<file path="src/rtl/expr_pipe_pkg.sv">
// expr_pipe_pkg: shared mode encoding, default seed constant and reference expression
package expr_pipe_pkg;
   typedef enum logic {MODE_EXPR = 1'b0, MODE_ACC = 1'b1} mode_e;
   localparam logic [23:0] K_DEFAULT = 24'h478C28;
   // Reference for the default widths (IN_W=7, ACC_W=24); low OUT_W bits are the output.
   // In ACC mode the result is acc_next.
   function automatic logic [23:0] expr_ref(input logic [6:0] x, input mode_e mode, input logic [23:0] acc);
      logic [23:0] a, t0, t3;
      a = (K_DEFAULT - {17'd0, ~x}) | {17'd0, x};
      t0 = a - {17'd0, x};
      t3 = {17'd0, t0[23 -: 7]} + {17'd0, x};
      return (mode == MODE_ACC) ? acc + t0 : t0 - t3;
   endfunction
endpackage

</file>
<file path="src/rtl/expr_pipe_stage.sv">
// expr_pipe_stage: data+valid pipeline register with shift enable
// ports: clk, rst (sync, active-high), en (shift), d_valid/d (from upstream), q_valid/q (registered)
module expr_pipe_stage #(
   parameter int W = 8
) (
   input  logic         clk,
   input  logic         rst,
   input  logic         en,
   input  logic         d_valid,
   input  logic [W-1:0] d,
   output logic         q_valid,
   output logic [W-1:0] q
);
   always_ff @(posedge clk) begin
      if (rst) begin
         q_valid <= 1'b0;
         q <= '0;
      end else if (en) begin
         q_valid <= d_valid;
         q <= d;
      end
   end
endmodule

</file>
<file path="src/rtl/expr_pipe_core.sv">
// expr_pipe_core: three-stage valid/ready expression pipeline with optional running accumulator
// ports: clk, rst; in_valid/in_ready/input_data/in_mode (token in); acc_clear;
//        out_valid/out_ready/output_data (result out); out_count (accepted outputs, wraps)
import expr_pipe_pkg::*;
module expr_pipe_core #(
   parameter int IN_W = 7,
   parameter int OUT_W = 9,
   parameter int ACC_W = 24,
   parameter logic [ACC_W-1:0] K = ACC_W'(K_DEFAULT)
) (
   input  logic             clk,
   input  logic             rst,
   input  logic             in_valid,
   output logic             in_ready,
   input  logic [IN_W-1:0]  input_data,
   input  logic             in_mode,
   input  logic             acc_clear,
   output logic             out_valid,
   input  logic             out_ready,
   output logic [OUT_W-1:0] output_data,
   output logic [15:0]      out_count
);
   localparam int S1_W = 1 + IN_W + ACC_W;
   localparam int S2_W = 1 + ACC_W + OUT_W;
   logic             advance, v1, v2;
   logic [IN_W-1:0]  nxi, x1;
   logic [ACC_W-1:0] a, a1, t0, t0_2, acc, acc_next;
   logic [OUT_W-1:0] t3, t3_2, res;
   logic [S1_W-1:0]  q1;
   logic [S2_W-1:0]  q2;
   logic             m1, m2;
   assign advance = !out_valid || out_ready;
   assign in_ready = advance;
   assign nxi = ~input_data;
   assign a = (K - ACC_W'(nxi)) | ACC_W'(input_data);
   expr_pipe_stage #(.W(S1_W)) u_s1 (
      .clk(clk), .rst(rst), .en(advance), .d_valid(in_valid),
      .d({in_mode, input_data, a}), .q_valid(v1), .q(q1)
   );
   assign m1 = q1[S1_W-1];
   assign x1 = q1[ACC_W +: IN_W];
   assign a1 = q1[ACC_W-1:0];
   assign t0 = a1 - ACC_W'(x1);
   // only the low OUT_W bits of t3 ever reach the output, so S2 keeps just those
   assign t3 = OUT_W'(t0[ACC_W-1 -: IN_W]) + OUT_W'(x1);
   expr_pipe_stage #(.W(S2_W)) u_s2 (
      .clk(clk), .rst(rst), .en(advance), .d_valid(v1),
      .d({m1, t0, t3}), .q_valid(v2), .q(q2)
   );
   assign m2 = q2[S2_W-1];
   assign t0_2 = q2[OUT_W +: ACC_W];
   assign t3_2 = q2[OUT_W-1:0];
   // clear-then-add when acc_clear coincides with an ACC token loading S3
   assign acc_next = (acc_clear ? '0 : acc) + t0_2;
   assign res = (m2 == MODE_ACC) ? acc_next[OUT_W-1:0] : t0_2[OUT_W-1:0] - t3_2;
   expr_pipe_stage #(.W(OUT_W)) u_s3 (
      .clk(clk), .rst(rst), .en(advance), .d_valid(v2),
      .d(res), .q_valid(out_valid), .q(output_data)
   );
   always_ff @(posedge clk) begin
      if (rst) acc <= '0;
      else if (advance && v2 && m2 == MODE_ACC) acc <= acc_next;
      else if (acc_clear) acc <= '0;
   end
   always_ff @(posedge clk) begin
      if (rst) out_count <= '0;
      else if (out_valid && out_ready) out_count <= out_count + 16'd1;
   end
endmodule

</file>
<file path="config.mk">
export PLATFORM = sky130hd
export DESIGN_NAME = expr_pipe_core
export DESIGN_NICKNAME = d
export VERILOG_FILES = /design/src/rtl/expr_pipe_pkg.sv /design/src/rtl/expr_pipe_stage.sv /design/src/rtl/expr_pipe_core.sv
export SDC_FILE = /design/constraint.sdc
export NUM_CORES = 1
export LEC_CHECK = 0
export CORE_MARGIN = 4
export CORE_UTILIZATION = 45
export CTS_CLUSTER_DIAMETER = 40
export DETAILED_ROUTE_END_ITERATION = 7
export PLACE_DENSITY = 0.73
export SLEW_MARGIN = 20
export SYNTH_ARGS = -nofsm -noshare
export SYNTH_HDL_FRONTEND = slang
export SYNTH_SLANG_ARGS = --single-unit
export TNS_END_PERCENT = 10
</file>
<file path="constraint.sdc">
create_clock -name clk -period 3.8 [get_ports clk]
set_input_delay 0.95 -clock clk [delete_from_list [all_inputs] [get_ports clk]]
set_output_delay 0.95 -clock clk [all_outputs]
set_load 0.02 [all_outputs]
</file>
# == Word-level counts from Yosys, hierarchy flattened ==
# Index checks and enable logic that the tools add are counted.
# classes
n_addsub,6
mux,3
bitwise_logic,2
n_reduce_logical,5
# ops
cell,n
24-bit 2-to-1 mux,2
24-bit adder,1
24-bit by 7-bit OR with 24-bit output,1
23-bit by 7-bit subtractor with 24-bit output (first input constant),1
24-bit by 7-bit subtractor with 24-bit output,1
16-bit by 1-bit adder with 16-bit output (second input constant),1
9-bit 2-to-1 mux,1
9-bit subtractor,1
7-bit by 7-bit adder with 8-bit output,1
7-bit NOT,1
1-bit logical AND,3
1-bit logical NOT,1
1-bit logical OR,1
# word_totals
register_bits,118
input_bits,13
output_inout_bits,27
wordCells,24

# == Depth between registers and ports, before layout ==
# Gate-level depths: netlist of the first run.
# logic_depth
ltp_word,5
depth_mapped,16
depth_no_buf,16

# == Cells and area by module ==
# From an unflattened synthesis of the first run, not the netlist that was laid out.
# hier_totals
cells_unflattened,652
hier_area_um2,5793.1
# modules_own_cells
mod,instances,cells_per_inst,area_each_um2,seq_area_each_um2
expr_pipe_core,1,400,2965.3,500.5
expr_pipe_stage at u_s2,1,113,1272.5,700.7
expr_pipe_stage at u_s1,1,107,1202.4,660.6
expr_pipe_stage at u_s3,1,32,352.8,200.2

# == Least setup slack after synthesis of the first run ==
# Ideal clock, no wire load.
# synth_path
path_type,register -> register
startpoint,register u_s1.q[22]
endpoint,register u_s2.q[5]
setup_time_ns,0.086
arrival_ns,3.427
t_required_ns,3.714
path_slack_ns,0.288
stages_incl_launch_ff,17
path_buffers,0
synth_period_minus_slack_ns,3.512
cell_sequence,dfxtp_1 -> inv_1 -> ha_1 -> inv_1 -> fa_1 -> a21o_1 -> a21o_1 -> a211o_1 -> a311o_1 -> o21ai_0 -> ha_1 -> a21o_1 -> a21o_1 -> nand2_1 -> a21boi_0 -> xnor2_1 -> a211oi_1
# synth_via
elab_chain_cells,2
# synth_lines
item,line_no,rtl
"start, declared",expr_pipe_stage.sv:12,output logic [W-1:0] q
"start signal, assigned",expr_pipe_stage.sv:17,q <= '0;
"start signal, assigned",expr_pipe_stage.sv:20,q <= d;
24-bit by 7-bit subtractor with 24-bit output,expr_pipe_core.sv:43,assign t0 = a1 - ACC_W'(x1);
7-bit by 7-bit adder with 8-bit output,expr_pipe_core.sv:45,assign t3 = OUT_W'(t0[ACC_W-1 -: IN_W]) + OUT_W'(x1);
"end signal, assigned",expr_pipe_stage.sv:17,
"end signal, assigned",expr_pipe_stage.sv:20,
"end, declared",expr_pipe_stage.sv:12,
# Every way passes these cells.
# A chain may end at the register's enable or synchronous reset.

# == Final worst setup path of the first run ==
# Ends and elaborated chain as after synthesis.

==> results.yml, run 1 <==
yosys:
  yosys.area.top_type: "dfxtp_1"
  yosys_most_used_dff: "dfxtp_1"
  synthesis.nets: 553
  syn_area_um2: 4100
  yosys_warnings: 0
  synthArstFlopShare_pct: 0
  ys_top_cells_by_area: "dfxtp_1 36%, ha_1 9.5%, a21oi_1 6.6%"
  netlist.area_leader.share_pct: 36.1
  yosysSeqAreaShare_pct: 36.1
  syn_avg_cell_area_um2: 8.12
  ys_types: 44
  synth_edf_count: 0
  synth-seq-cells: 74
  netlist_instances: 505
critical_path:
  max_stage_delay_ns: 0.39
  end_kind: "flip-flop"
  cpMaxStageDelayCell: "fa_1"
  crit_required_ns: 4.06
  cp.buffers_inverters: 2
  worst-r2r-cell-count: 16
  crit_path_cell_trace: "inv_2 -> ha_1 -> inv_1 -> fa_1 -> a21o_1 -> a21o_1 -> a211o_1 -> a311o_1 -> o21ai_2 -> ha_1 -> a21o_1 -> a21o_1 -> nand2_1 -> a21boi_0 -> xnor2_1 -> a211oi_1"
  crit_path_start_kind: "flip-flop"
  r2r-end: "u_s2.q[5]"
  regToRegSetupSlack_ns: 0.25
  worstSetupPathType: "flip-flop to flip-flop"
  crit_fanout: 4
  reg2reg_from: "u_s1.q[22]"
  path_delay_family: "compound AO/OA/AOI/OAI gates"
  worst_path_most_repeated_cell: "a21o_1"
  crit_arrival_ns: 3.80
  path_depth: 16
drt:
  ant_nets: 0
  wl_met2_mm: 4.10
  top_layer: "met4"
  wire_per_inst_um: 14.1
  dr_wl_met3_um: 317
  vias: 3506
  vias_per_cell: 5.40
  drc: 0
  drt_first_pass_iters: 4
  wl_met1_mm: 4.55
  drt_iter0_drc: 155
  postRouteWirelength_mm: 9.18
final_layout:
  finish.utilization_pct: 54.4
  fin_area_um2: 4790
  synthToLayoutAreaGrowth_pct: 16.7
  fillers: 822
  final_cells: 649
  layout_commonest_cell: "dfxtp_1"
  drive_gt1_share_pct: 5.91
  fin_nets: 584
  most-common-layout-cells: "73 x dfxtp_1, 69 x nand2_1, 53 x a21oi_1, 41 x nor2_1, 38 x clkdlybuf4s50_1"
  num_antenna_cells: 0
place:
  io_buffers: 39
  dpl_cell_area_um2: 4560
  place_inst: 632
  hpwl_mm: 6.57
  place_congestion: 0.894
timing:
  tns_ns: 0
  finalCritPeriodShare_pct: 93.3
  fmax_mhz: 282
  final.min_clock_period_ns: 3.55
  max_slew.worst_pin.slew_ns: 0.735
  relSlewSlack_pct: 50.9
  clock_skew_ns: 0.0154
  rsz0062_at_grt: "false"
  hold_violations: 0
  hold_ws_ns: 0.455
  drv_slew: 0
  setup_viol: 0
cts:
  cts_sinks: 74
  cts-root-buf: "clkbuf_8"
  cts_tree: "done"
  cts_buffers: 9
  clk_path_buf_depth: 2
  ctsHoldBuffers: 0
  clk_pin_slew_worst_paths_ns: 0.08
  cts_max_level: 3
  insertion_delay_ns: 0.35
global_routing:
  grt_first_pass_wirelength_mm: 15.6
  antenna_found_initial: 0
  grt_usage_pct: 18.3
  grt_pass1_vias: 3378
  grt_max_degree: 57
  gr-total-overflow: 0
run:
  drv_cap: 0
floorplan:
  die_h_um: 103
  die_x_um: 103
  num_rows: 34
  io_pins: 40
  die_area_um2: 10700
  core_um2: 8810
  start_util_pct: 46.6
min_path:
  whs_path_depth: 2
  hold_path_startpoint: "u_s2.q[4]"
  hold_end: "u_s2.q[4]"
  worst_hold_path_type: "flip-flop to flip-flop"
power_and_ir_drop:
  powerDensity_nw_per_um2: 436
  p_leak_nw: 1.97
  irDropWorstVdd_mv: 0.292
run_status:
  status: "complete, no violations"
-- cell usage after synthesis, types with 5 or more instances --
| cell | instances |
|---|---|
| dfxtp_1 | 74 |
| xor2_1 | 18 |
| nor2_1 | 41 |
| xnor2_1 | 18 |
| nor2b_1 | 13 |
| a21oi_1 | 54 |
| and3_1 | 5 |
| a21o_1 | 9 |
| inv_1 | 23 |
| or3_1 | 7 |
| clkbuf_1 | 18 |
| ha_1 | 31 |
| o21ai_0 | 26 |
| nor3_1 | 14 |
| nand3_1 | 12 |
| a211oi_1 | 9 |
| mux2i_1 | 6 |
| nand2b_1 | 7 |
| nand2_1 | 69 |
| nand4_1 | 6 |
-- layout make-up --
type,instances,area [um2],share of cell area [%]
multi-input combinational,384,2450,51.3
sequential,74,1480,31.0
timing repair buffer,44,423,8.83
clock inverter,7,82.6,1.73
inverter,23,86.3,1.80
clock buffer,9,124,2.59
tap,108,135,2.82
-- per-stage QoR --
stage	power [mW]	setup slack, ns
final	2.09	0.254
after global routing	2.20	0.0174
after CTS	2.10	0.0158
after detailed placement	1.45	0.0459
after global placement	1.44	0.150
after floorplan	1.28	0.288
-- layer usage --
metal | up-vias | global-route usage (%)
met5 | - | 0
met4 | 0 | 7.17
met3 | 19 | 3.35
met2 | 71 | 28.8
met1 | 1605 | 25.0
li1 | 1811 | -
-- report_power, final --
group | switching, mW | internal, mW | leakage [nW]
logic | 0.295 | 0.254 | 1.26
registers | 0.0494 | 0.843 | 0.609
clock network | 0.329 | 0.315 | 0.0988
-- cells by family after synthesis --
family	count (synthesis)	synth area share, %
simple gates	187	21.4
compound gates	120	17.5
flops	74	36.1
buf+inv	47	4.36
xor+xnor	36	7.69
fa+ha+maj	35	11.4
mux	6	1.46
-- sequential cells by signal, summed over array words and instances, names as in the netlist --
| name | cells |
|---|---|
| u_s1.q | 19 |
| u_s2.q | 18 |
| out_count | 16 |
| acc | 9 |
| u_s3.q | 9 |
| u_s1.q_valid | 1 |
| u_s2.q_valid | 1 |
| u_s3.q_valid | 1 |
-- worst reg2reg max path, delay by kind of cell (launching register included) --
family / cells / cell delay [ns]
buffers and inverters: 2 / 0.15
AND/OR/NAND/NOR: 1 / 0.08
flip-flops: 1 / 0.34
AO/OA/AOI/OAI: 9 / 1.94
XOR/XNOR: 1 / 0.14
adder cells (fa/ha/maj): 3 / 0.83
-- worst max-delay path by stage --
stage | startpoint | slack, ns | endpoint
2_1_floorplan | u_s1.q[22] | 0.29 | u_s2.q[5]
3_3_place_gp | u_s1.q[22] | 0.15 | u_s2.q[5]
3_5_place_dp | u_s1.q[22] | 0.05 | u_s2.q[5]
4_1_cts | u_s1.q[22] | 0.02 | u_s2.q[5]
5_1_grt | u_s1.q[22] | 0.02 | u_s2.q[5]
6_report | u_s1.q[22] | 0.25 | u_s2.q[5]
-- what timing repair did --
action                                  CTS  global route
resized for setup                         0             7
endpoints found under the setup margin    0             5
setup buffers                             0             1
(Power assumes the default switching activity.)
==> run 2: changes to the inputs <==
GPL_TIMING_DRIVEN = 0   (was not set)
==> results.yml, run 2 (synthesis gave the netlist of run 1 again) <==
place:
  hpwl_mm: 7.57
  place_inst: 651
  io_buffers: 38
  dpl_cell_area_um2: 4620
  place_congestion: 0.924
power_and_ir_drop:
  p_leak_nw: 2.00
  powerDensity_nw_per_um2: 437
  irDropWorstVdd_mv: 0.254
cts:
  ctsHoldBuffers: 0
  cts_tree: "done"
  cts_sinks: 74
  clk_pin_slew_worst_paths_ns: 0.08
  cts_buffers: 9
  cts-root-buf: "clkbuf_8"
  cts_max_level: 3
  insertion_delay_ns: 0.35
  clk_path_buf_depth: 2
floorplan:
  core_um2: 8810
  io_pins: 40
  start_util_pct: 46.6
  die_x_um: 103
  num_rows: 34
  die_area_um2: 10700
  die_h_um: 103
drt:
  drc: 0
  drt_iter0_drc: 132
  vias: 3645
  postRouteWirelength_mm: 10.3
  ant_nets: 0
  drt_first_pass_iters: 4
  wire_per_inst_um: 15.5
  vias_per_cell: 5.46
global_routing:
  grt_usage_pct: 20.5
  grt_max_degree: 14
  grt_pass1_vias: 3610
  antenna_found_initial: 0
  grt_first_pass_wirelength_mm: 17.1
  gr-total-overflow: 0
timing:
  max_slew.worst_pin.slew_ns: 0.730
  relSlewSlack_pct: 50.1
  drv_slew: 0
  hold_violations: 0
  final.min_clock_period_ns: 3.69
  fmax_mhz: 271
  finalCritPeriodShare_pct: 97.1
  setup_viol: 0
  hold_ws_ns: 0.458
  clock_skew_ns: 0.0126
final_layout:
  synthToLayoutAreaGrowth_pct: 18.5
  fin_area_um2: 4860
  final_cells: 667
  num_antenna_cells: 0
  fillers: 823
  largest_reg_flops: 19
  most-common-layout-cells: "73 x dfxtp_1, 69 x nand2_1, 53 x a21oi_1, 41 x nor2_1, 38 x clkdlybuf4s50_1"
  reg_top3: "u_s1.q: 19 flops, u_s2.q: 18 flops, out_count: 16 flops"
  largest-register: "u_s1.q"
  fin_nets: 603
  drive_gt1_share_pct: 5.55
  layout_commonest_cell: "dfxtp_1"
min_path:
  worst_hold_path_type: "flip-flop to flip-flop"
  hold_path_startpoint: "u_s2.q[4]"
  hold_end: "u_s2.q[4]"
  whs_path_depth: 2
critical_path:
  crit_arrival_ns: 2.74
  r2r-end: "u_s2.q[6]"
  reg2reg_from: "u_s1.q[25]"
  end_kind: "output port"
  worstSetupPathType: "primary input to output port"
  regToRegSetupSlack_ns: 0.22
  crit_fanout: 10
  crit_path_start_kind: "primary input"
  crit_required_ns: 2.85
  worst-r2r-cell-count: 16
run_status:
  status: "complete, no violations"
run:
  drv_cap: 0
[run 2: cell count changes in the layout (fill, tap and decap cells not counted), sizes merged]
cell      before  now
clkbuf         9   25
bufinv         1    2
buf            6    9
clkinv         0    2
inv           27   22
clkinvlp       2    3
[run 2: cell type report]
cell class                      count  area [um2]  area share [%]
Buffer                             23        91.3            1.88
Clock buffer                        9         124            2.55
Clock inverter                      6        92.6            1.90
Inverter                           23        90.1            1.85
Multi-Input combinational cell    384        2450            50.4
Sequential cell                    74        1480            30.5
Tap cell                          108         135            2.78
Timing Repair Buffer               40         395            8.13
[run 2: per-stage QoR]
step           setup TNS (ns)  utilization, %  setup WS [ns]  power, mW
5_1_grt              -0.00105            55.2       -0.00105       2.22
6_report                    0            55.2          0.109       2.13
2_1_floorplan               0               -          0.288       1.28
4_1_cts                     0            55.0         0.0558       2.13
3_3_place_gp           -0.645            52.4         -0.583       1.44
3_5_place_dp           -0.769            52.4         -0.586       1.45
[run 2: worst max path at each step]
stage                          start         to  slack (ns)  cells after the start
after floorplan           u_s1.q[22]  u_s2.q[5]        0.29                     16
after global placement     out_ready   in_ready       -0.58                      7
after detailed placement   out_ready   in_ready       -0.59                      7
after CTS                 u_s1.q[22]  u_s2.q[5]        0.06                     16
after global routing      u_s1.q[22]  u_s2.q[5]      -0.001                     16
final                      out_ready   in_ready        0.11                      6
[run 2: what timing repair did]
action | CTS | global route
buffers inserted | 1 | 1
setup endpoints to repair | 4 | 4
pin swaps | 0 | 3
gates resized for setup | 5 | 5
[run 2: where the power goes]
group          internal [mW]  switching, mW
combinational          0.256          0.300
clock                  0.368          0.307
sequential             0.844         0.0505
total                   1.47          0.657
[run 2: layer usage]
metal | up-vias | GRT usage, % | routed length [um]
met5 | - | 0 | 0
met3 | 14 | 4.29 | 551
met2 | 85 | 34.7 | 4960
met4 | 0 | 6.67 | 167
li1 | 1850 | - | -
met1 | 1696 | 26.1 | 4650
[run 2: worst max-delay path, cell delays in order]
cell and delay, ns:
clkdlybuf4s50_1 0.43, nor2b_1 0.15, buf_2 0.27, clkinvlp_4 0.17, buf_2 0.21, clkdlybuf4s50_1 0.55
